--- src/rtl/fifo_rd_stream_pkg.sv ---
// Shared constants for the FIFO read-side stream controller.
// Read latency and buffer depth are tied together: the buffer must absorb every in-flight word.
package fifo_rd_stream_pkg;

    localparam int FIFO_RD_LATENCY    = 1;
    localparam int RD_BUF_DEPTH       = 2;
    localparam int DEFAULT_DATA_WIDTH = 8;
    localparam int DEFAULT_CNT_WIDTH  = 16;

    typedef logic [1:0] slot_cnt_t;

endpackage

--- src/rtl/fifo_rd_stream_if.sv ---
// FIFO read port plus valid/ready stream, as seen by the drain controller.
// master = controller side, slave = FIFO/consumer side.
interface fifo_rd_stream_if
    import fifo_rd_stream_pkg::*;
#(
    parameter int DATA_WIDTH = DEFAULT_DATA_WIDTH,
    parameter int CNT_WIDTH  = DEFAULT_CNT_WIDTH
);
    logic                  fifo_empty;
    logic                  fifo_rd_en;
    logic [DATA_WIDTH-1:0] fifo_data_out;
    logic                  flush;
    logic                  m_valid;
    logic                  m_ready;
    logic [DATA_WIDTH-1:0] m_data;
    logic [CNT_WIDTH-1:0]  rd_count;

    modport master (
        input  fifo_empty, fifo_data_out, flush, m_ready,
        output fifo_rd_en, m_valid, m_data, rd_count
    );

    modport slave (
        output fifo_empty, fifo_data_out, flush, m_ready,
        input  fifo_rd_en, m_valid, m_data, rd_count
    );
endinterface

--- src/rtl/fifo_rd_stream_skid_buf.sv ---
// fifo_skid_buf: 2-entry ordered buffer; head is the oldest word, tail the second.
// Latency: a push is visible on head_o the next cycle. No backpressure: caller never pushes when full.
module fifo_skid_buf
    import fifo_rd_stream_pkg::*;
#(
    parameter int DATA_WIDTH = DEFAULT_DATA_WIDTH
) (
    input  logic                  clk,
    input  logic                  rst,
    input  logic                  clear_i,
    input  logic                  push_i,
    input  logic [DATA_WIDTH-1:0] data_i,
    input  logic                  pop_i,
    output slot_cnt_t             count_o,
    output logic                  vld_o,
    output logic [DATA_WIDTH-1:0] head_o
);
    slot_cnt_t             count_q, count_d;
    logic                  vld_q, vld_d;
    logic [DATA_WIDTH-1:0] head_q, head_d;
    logic [DATA_WIDTH-1:0] tail_q, tail_d;

    always_comb begin
        count_d = count_q;
        head_d  = head_q;
        tail_d  = tail_q;
        unique case ({push_i, pop_i})
            2'b10: begin
                if (count_q == 2'd0) head_d = data_i;
                else                 tail_d = data_i;
                count_d = count_q + 2'd1;
            end
            2'b01: begin
                head_d  = tail_q;
                count_d = count_q - 2'd1;
            end
            2'b11: begin
                // Simultaneous push/pop: the incoming word lands behind whatever remains.
                if (count_q == 2'd1) begin
                    head_d = data_i;
                end else begin
                    head_d = tail_q;
                    tail_d = data_i;
                end
            end
            default: ;
        endcase
        if (clear_i) count_d = 2'd0;
        vld_d = (count_d != 2'd0);
    end

    always_ff @(posedge clk) begin
        if (rst) begin
            count_q <= 2'd0;
            vld_q   <= 1'b0;
            head_q  <= '0;
            tail_q  <= '0;
        end else begin
            count_q <= count_d;
            vld_q   <= vld_d;
            head_q  <= head_d;
            tail_q  <= tail_d;
        end
    end

    assign count_o = count_q;
    assign vld_o   = vld_q;
    assign head_o  = head_q;
endmodule

--- src/rtl/fifo_rd_stream.sv ---
// Drains a FIFO read port (1-cycle registered data) into a valid/ready stream with a delivered-word counter.
// Latency: pop issued in N, word on m_data in N+2. Backpressure: pops stop once buffered+in-flight words reach 2.
module fifo_rd_stream
    import fifo_rd_stream_pkg::*;
#(
    parameter int DATA_WIDTH = DEFAULT_DATA_WIDTH,
    parameter int CNT_WIDTH  = DEFAULT_CNT_WIDTH
) (
    input  logic            rd_clk,
    input  logic            rst,
    fifo_rd_stream_if.master bus
);
    slot_cnt_t             buf_count;
    logic                  buf_vld;
    logic [DATA_WIDTH-1:0] buf_head;
    logic                  pop;
    logic                  rd_en;
    logic [2:0]            occ;
    logic                  inflight_q, inflight_d;
    logic [CNT_WIDTH-1:0]  rd_count_q, rd_count_d;

    assign pop = buf_vld && bus.m_ready;

    // Occupancy after this cycle's pop, counting the word already requested from the FIFO.
    assign occ = {1'b0, buf_count} + {2'b00, inflight_q} - {2'b00, pop};

    assign rd_en = !rst && !bus.flush && !bus.fifo_empty && (occ < 3'(RD_BUF_DEPTH));

    always_comb begin
        inflight_d = rd_en;
        rd_count_d = rd_count_q + {{(CNT_WIDTH-1){1'b0}}, pop};
    end

    always_ff @(posedge rd_clk) begin
        if (rst) begin
            inflight_q <= 1'b0;
            rd_count_q <= '0;
        end else begin
            inflight_q <= inflight_d;
            rd_count_q <= rd_count_d;
        end
    end

    fifo_skid_buf #(
        .DATA_WIDTH (DATA_WIDTH)
    ) u_buf (
        .clk     (rd_clk),
        .rst     (rst),
        .clear_i (bus.flush),
        .push_i  (inflight_q),
        .data_i  (bus.fifo_data_out),
        .pop_i   (pop),
        .count_o (buf_count),
        .vld_o   (buf_vld),
        .head_o  (buf_head)
    );

    assign bus.fifo_rd_en = rd_en;
    assign bus.m_valid    = buf_vld;
    assign bus.m_data     = buf_head;
    assign bus.rd_count   = rd_count_q;
endmodule

--- src/flat_wrapper.sv ---
// flat-port wrapper written by rule: the top's interface ports become plain ports
module fifo_rd_stream_flat import fifo_rd_stream_pkg::*;
#(
    parameter int DATA_WIDTH = DEFAULT_DATA_WIDTH,
    parameter int CNT_WIDTH  = DEFAULT_CNT_WIDTH
)
  (rd_clk, rst, bus_fifo_empty, bus_fifo_data_out, bus_flush, bus_m_ready, bus_fifo_rd_en, bus_m_valid, bus_m_data, bus_rd_count);
  fifo_rd_stream_if #(.DATA_WIDTH(DATA_WIDTH), .CNT_WIDTH(CNT_WIDTH)) bus_i ();
  input  logic rd_clk;
  input  logic rst;
  input wire logic [$bits(bus_i.fifo_empty)-1:0] bus_fifo_empty;
  input wire logic [$bits(bus_i.fifo_data_out)-1:0] bus_fifo_data_out;
  input wire logic [$bits(bus_i.flush)-1:0] bus_flush;
  input wire logic [$bits(bus_i.m_ready)-1:0] bus_m_ready;
  output wire logic [$bits(bus_i.fifo_rd_en)-1:0] bus_fifo_rd_en;
  output wire logic [$bits(bus_i.m_valid)-1:0] bus_m_valid;
  output wire logic [$bits(bus_i.m_data)-1:0] bus_m_data;
  output wire logic [$bits(bus_i.rd_count)-1:0] bus_rd_count;
  assign bus_i.fifo_empty = bus_fifo_empty;
  assign bus_i.fifo_data_out = bus_fifo_data_out;
  assign bus_i.flush = bus_flush;
  assign bus_i.m_ready = bus_m_ready;
  assign bus_fifo_rd_en = bus_i.fifo_rd_en;
  assign bus_m_valid = bus_i.m_valid;
  assign bus_m_data = bus_i.m_data;
  assign bus_rd_count = bus_i.rd_count;
  fifo_rd_stream #(.DATA_WIDTH(DATA_WIDTH), .CNT_WIDTH(CNT_WIDTH)) u_core (.rd_clk(rd_clk), .rst(rst), .bus(bus_i));
endmodule
--- config.mk ---
export PLATFORM = sky130hd
export DESIGN_NAME = fifo_rd_stream_flat
export DESIGN_NICKNAME = d
export VERILOG_FILES = /design/src/rtl/fifo_rd_stream_pkg.sv /design/src/rtl/fifo_rd_stream_if.sv /design/src/rtl/fifo_rd_stream_skid_buf.sv /design/src/rtl/fifo_rd_stream.sv /design/src/flat_wrapper.sv
export SDC_FILE = /design/constraint.sdc
export NUM_CORES = 1
export LEC_CHECK = 0
export BUFFER_PORTS_ARGS = -buffer_cell sky130_fd_sc_hd__clkbuf_2
export CAP_MARGIN = 20
export CORE_ASPECT_RATIO = 0.75
export CORE_UTILIZATION = 49
export CTS_CLUSTER_DIAMETER = 120
export DETAILED_ROUTE_END_ITERATION = 10
export PLACE_DENSITY = 0.79
export SLEW_MARGIN = 30
export SYNTH_ARGS = -nofsm -noshare
export SYNTH_HDL_FRONTEND = slang
export SYNTH_SLANG_ARGS = --single-unit
--- constraint.sdc ---
create_clock -name rd_clk -period 2.05 [get_ports rd_clk]
set_input_delay 0 -clock rd_clk [delete_from_list [all_inputs] [get_ports rd_clk]]
set_output_delay 0 -clock rd_clk [all_outputs]
set_load 0.01 [all_outputs]
Word-level counts from Yosys, hierarchy flattened
Cells that the tools add are included.
{"block": "word_totals", "ff_bits": 36, "input_bits": 13, "output_inout_bits": 26, "word_cells": 40}
{"block": "classes", "add_sub_neg": 5, "magnitude_cmp": 1, "eq_ne": 7, "mux": 8, "n_reduce_logical": 13}
{"op": "two-way mux 8 bit", "count": 4}
{"op": "one-hot mux 8 bit (3 select lines)", "count": 1}
{"op": "adder 16 x 1 -> 16 bit", "count": 1}
{"op": "one-hot mux 8 bit (2 select lines)", "count": 1}
{"op": "!= test 2 bit (second input constant)", "count": 3}
{"op": "== test 2 x 1 -> 1 bit (second input constant)", "count": 2}
{"op": "== test 2 bit (second input constant)", "count": 2}
{"op": "logical AND 1 bit", "count": 4}
{"op": "one-hot mux 2 bit (2 select lines)", "count": 1}
{"op": "nonzero test 2 bit", "count": 2}
{"op": "adder 2 x 1 -> 3 bit", "count": 1}
{"op": "zero test 1 bit", "count": 3}
{"op": "< comparator 3 x 2 -> 1 bit (second input constant)", "count": 1}
{"op": "AND reduction 3 bit", "count": 1}
{"op": "nonzero test 3 bit", "count": 1}
{"op": "subtractor 3 x 1 -> 3 bit", "count": 1}
{"op": "adder 2 x 1 -> 2 bit (second input constant)", "count": 1}
{"op": "zero test 2 bit", "count": 1}
{"op": "two-way mux 2 bit", "count": 1}
{"op": "AND reduction 2 bit", "count": 1}
{"op": "subtractor 2 x 1 -> 2 bit (second input constant)", "count": 1}

Logic depth before layout (Yosys ltp)
{"block": "depth", "depth_word": 5, "mapped_depth": 7, "mapped_depth_nobuf": 7}

By module
A second synthesis with hierarchy kept.
{"block": "unflattened", "hier_cells": 202, "area_unflattened_um2": 1808.0}
{"mod": "fifo_skid_buf", "instances": 1, "cells_per_inst": 115, "area_per_inst_um2": 988.4, "seq_area_each_um2": 380.4}
{"mod": "fifo_rd_stream", "instances": 1, "cells_per_inst": 87, "area_per_inst_um2": 819.5, "seq_area_each_um2": 340.3}

Worst setup path after synthesis
No wires, ideal clock.
{"block": "synth_timing", "kind": "reg-to-output", "from": "register u_core.u_buf.vld_q (netlist: u_core.u_buf.vld_o)", "to": "output bus_fifo_rd_en", "t_arrival_ns": 2.071, "t_required_ns": 2.050, "setup_slack_ns": -0.021, "stages_incl_launch_ff": 7, "n_path_buf": 0, "cell_sequence": "dfxtp_1 > nand2_1 > ha_1 > nand2b_1 > fa_1 > nand2b_1 > nor4_1"}
{"block": "synth_between", "elab_chain_len": 4}
{"item": "from (decl)", "line": "fifo_rd_stream_skid_buf.sv:19", "text": "logic vld_q, vld_d;"}
{"item": "from (signal assigned)", "line": "fifo_rd_stream_skid_buf.sv:60", "text": "vld_q <= vld_d;"}
{"item": "logical AND 1 bit", "line": "fifo_rd_stream.sv:22", "text": "assign pop = buf_vld && bus.m_ready;"}
{"item": "subtractor 3 x 1 -> 3 bit", "line": "fifo_rd_stream.sv:25", "text": "assign occ = {1'b0, buf_count} + {2'b00, inflight_q} - {2'b00, pop};"}
{"item": "< comparator 3 x 2 -> 1 bit", "line": "fifo_rd_stream.sv:27", "text": "assign rd_en = !rst && !bus.flush && !bus.fifo_empty && (occ < 3'(RD_BUF_DEPTH));"}
{"item": "logical AND 1 bit", "line": "fifo_rd_stream.sv:27"}
{"item": "to (decl)", "line": "flat_wrapper.sv:15", "text": "output wire logic [$bits(bus_i.fifo_rd_en)-1:0] bus_fifo_rd_en;"}
Every way passes these cells.

Final worst setup path
Ends and elaborated chain as after synthesis.

==> impl_metrics.csv <==
group,metric,value,unit
critical_path,start_kind,"flip-flop",
sta,setup_violations,0,
final_layout,register_area,725.7,µm²
sta,finalCritPeriodShare,95.84,%
yosys,yosysTopAreaCell,"dfxtp_1",
floorplanning,fp-row-count,19,
status,status,"completed",
critical_path,r2r_start,"u_core.u_buf.vld_o",
yosys,synth_area_leaders,"dfxtp_1, a311oi_2, nand2b_1",
final_layout,nets,267,
floorplanning,die_x,73.35,µm
route,drtAntennaViolNets,0,
critical_path,cp-end-kind,"output pin",
sta,tightest_slew,0.4644,ns
grt,global_route.usage.met2,32.54,%
sta,finalMaxSlewViolations,0,
final_layout,final_common_cell,"clkbuf_2",
floorplanning,die_h,55.51,µm
sta,final-hold-violation-count,0,
final_layout,final_cell_mix,"clkbuf_2, dfxtp_1, nand2b_1, nand3_1",
sta,finClkSkew,0.005422,ns
critical_path,rr_endpoint,"u_core.bus.rd_count[10]",
cts,cts_root_buf,"clkbuf_8",
yosys,netlist.area_leader.share,38.53,%
critical_path,crit_fanout,4,
yosys,avgSynthCellArea,9.544,µm²
placement,pre_cts_ws,0.1290,ns
yosys,netlist_instances,196,
sta,rsz0062_at_grt,"yes",
sta,relSlewSlack,68.38,%
yosys,syn_area,1871,µm²
power_and_ir_drop,finalPower,1.579,mW
grt,grt_max_degree,21,
run,maxCapViolCount,0,
cts,clock_sinks,36,
critical_path,path_buf_inv,1,
yosys,synth_edf_count,0,
grt,grt_pass1_vias,1485,
yosys,synth_cell_type_count,41,
sta,max_clock_freq,509.0,MHz
yosys,ys.flop_type,"dfxtp_1",
floorplanning,coreArea,3661,µm²
critical_path,critPathArrivalTime,1.96,ns
grt,gr-usage-all-layers,21.29,%
sta,fin_crit,1.965,ns
yosys,ys_warn_count,0,
final_layout,area_growth,27.76,%
power_and_ir_drop,peakVddDrop,0.4710,mV
cts,clockBufferDepth,2,
cts,clk_latency,0.28,ns
yosys,ys_seq_elements,36,
hold_path,hp-class,"input pin to flip-flop",
route,drc_errors,0,
hold_path,whs_endpoint,"u_core.inflight_q",
grt,busiest_layer,"met2",
yosys,yosysSeqAreaShare,38.53,%
critical_path,cp_top_family,"adder cells",
critical_path,path_class,"flip-flop to output pin",
placement,hpwl,2.734,mm
cts,cts_made_buffers,5,
critical_path,crit_slowest_cell,"fa_1",
yosys,synthArstFlopShare,0,%
power_and_ir_drop,p_per_area,660.6,nW/µm²
cts,path_clk_slew,0.07,ns
route,drtIter0Drc,100,
grt,antenna_found_initial,0,
placement,gp_congestion,0.8289,
yosys,syn_nets,216,
floorplanning,dieArea,4071,µm²
placement,numPortBuffers,38,
final_layout,fill_cells,308,
floorplanning,start_util,51.09,%
hold_path,min_delay_path_depth,3,
grt,grt_util_met3,4.745,%
critical_path,rrSetupSlack,0.09,ns
cts,htree_num_levels,2,
final_layout,antenna_cells,0,
final_layout,drive_above_1_share,31.45,%
route,wl,4.049,mm
route,avgRoutedWirePerCell,13.50,µm
power_and_ir_drop,power.static_leakage,0.9524,nW
route,vias,1623,
grt,grtUsageMet1,29.81,%
cts,cts_tree,"yes",
critical_path,worstPathRequired,2.05,ns
route,vias_per_cell,5.410,
sta,worst_slack,0.08520,ns
grt,grt_pass1_wl,6.644,mm
hold_path,hold_start,"bus_fifo_empty",
critical_path,cp_cell_sequence,"nand2_2 -> ha_4 -> nand2b_4 -> fa_1 -> nand2b_1 -> nor4_2 -> buf_2",
grt,grt_overflow,0,
final_layout,final_util,65.28,%
critical_path,slowest_delay,0.48,ns
critical_path,rr_worst_depth,8,
route,firstDrtPassIters,4,
final_layout,multi_input_area,1121,µm²
floorplanning,io_pins,39,
-- per-layer routing --
layer / up-vias / share of wire (%)
met1: 761 / 50
met4: 0 / 1.5
met2: 38 / 44
met5: - / 0
met3: 7 / 4.2
li1: 817 / -
-- sequential cells by signal, summed over array words and instances, names as in the netlist --
signal and count:
u_core.u_buf.tail_q 8, u_core.u_buf.vld_o 1, u_core.u_buf.count_o 2, u_core.bus.rd_count 16, u_core.inflight_q 1, u_core.u_buf.head_o 8
-- logic make-up after synthesis --
family	Yosys count	share of synthesized area (%)
xor+xnor	4	1.873
simple gates	86	27.89
compound gates	34	14.58
flops	36	38.53
mux	14	8.495
buf+inv	15	3.545
fa+ha+maj	7	5.084
-- synth_stat cells (4+ instances only) --
master,count
a21oi_1,8
a311oi_2,8
clkbuf_1,5
dfxtp_1,36
ha_1,6
inv_1,4
mux2i_1,8
nand2_1,5
nand2b_1,19
nand3_1,11
nand4_1,4
nor2_1,8
nor2b_1,7
nor3_1,10
nor4_1,5
o21ai_0,10
o31ai_1,4
or4_1,4
-- worst max-delay path by stage --
stage,endpoint,slack (ns),depth (start not counted),start
final,bus_fifo_rd_en,0.09,7,u_core.u_buf.vld_o
after global routing,u_core.bus.rd_count[12],-0.04,8,u_core.u_buf.vld_o
after CTS,bus_fifo_rd_en,0.01,7,u_core.u_buf.vld_o
after detailed placement,bus_fifo_rd_en,0.13,7,u_core.u_buf.vld_o
after global placement,bus_fifo_rd_en,0.15,7,u_core.u_buf.vld_o
after floorplan,u_core.bus.rd_count[12],0.007,7,u_core.u_buf.vld_o
-- area by class of cell --
cell class / count / area share (%)
Timing Repair Buffer: 54 / 13.93
Inverter: 5 / 0.7853
Multi-Input combinational cell: 145 / 46.91
Sequential cell: 36 / 30.37
Tap cell: 52 / 2.723
Clock inverter: 1 / 1.257
Clock buffer: 7 / 4.031
-- through the flow --
| stage | hold WS (ns) | setup TNS [ns] | area [µm²] | std cells |
|---|---|---|---|---|
| global placement | 0.2546 | 0 | 2130 | 282 |
| floorplan | 0.03377 | 0 | 1877 | 196 |
| CTS | 0.02009 | 0 | 2370 | 300 |
| global route | 0.04924 | -0.1121 | 2390 | 300 |
| finish | 0.02867 | 0 | 2390 | 300 |
| detailed placement | 0.2629 | 0 | 2130 | 282 |
-- worst min-delay path: cells and delay by family --
kind	cells	cell delay, ns
buf+inv	1	0.08
simple gates	2	0.19
-- power breakdown --
part | switching, mW | leakage (nW) | internal [mW]
sequential | 0.0130 | 0.293 | 0.720
combinational | 0.0848 | 0.595 | 0.0827
clock | 0.249 | 0.0645 | 0.429
-- timing repair --
action	in CTS	in global routing
endpoints found under the setup margin	1	3
pin swaps	1	0
setup buffers	1	0
hold endpoints to repair	12	0
gates resized for setup	3	6
hold buffers	9	0
No activity file was read; power rests on OpenSTA's default activity.
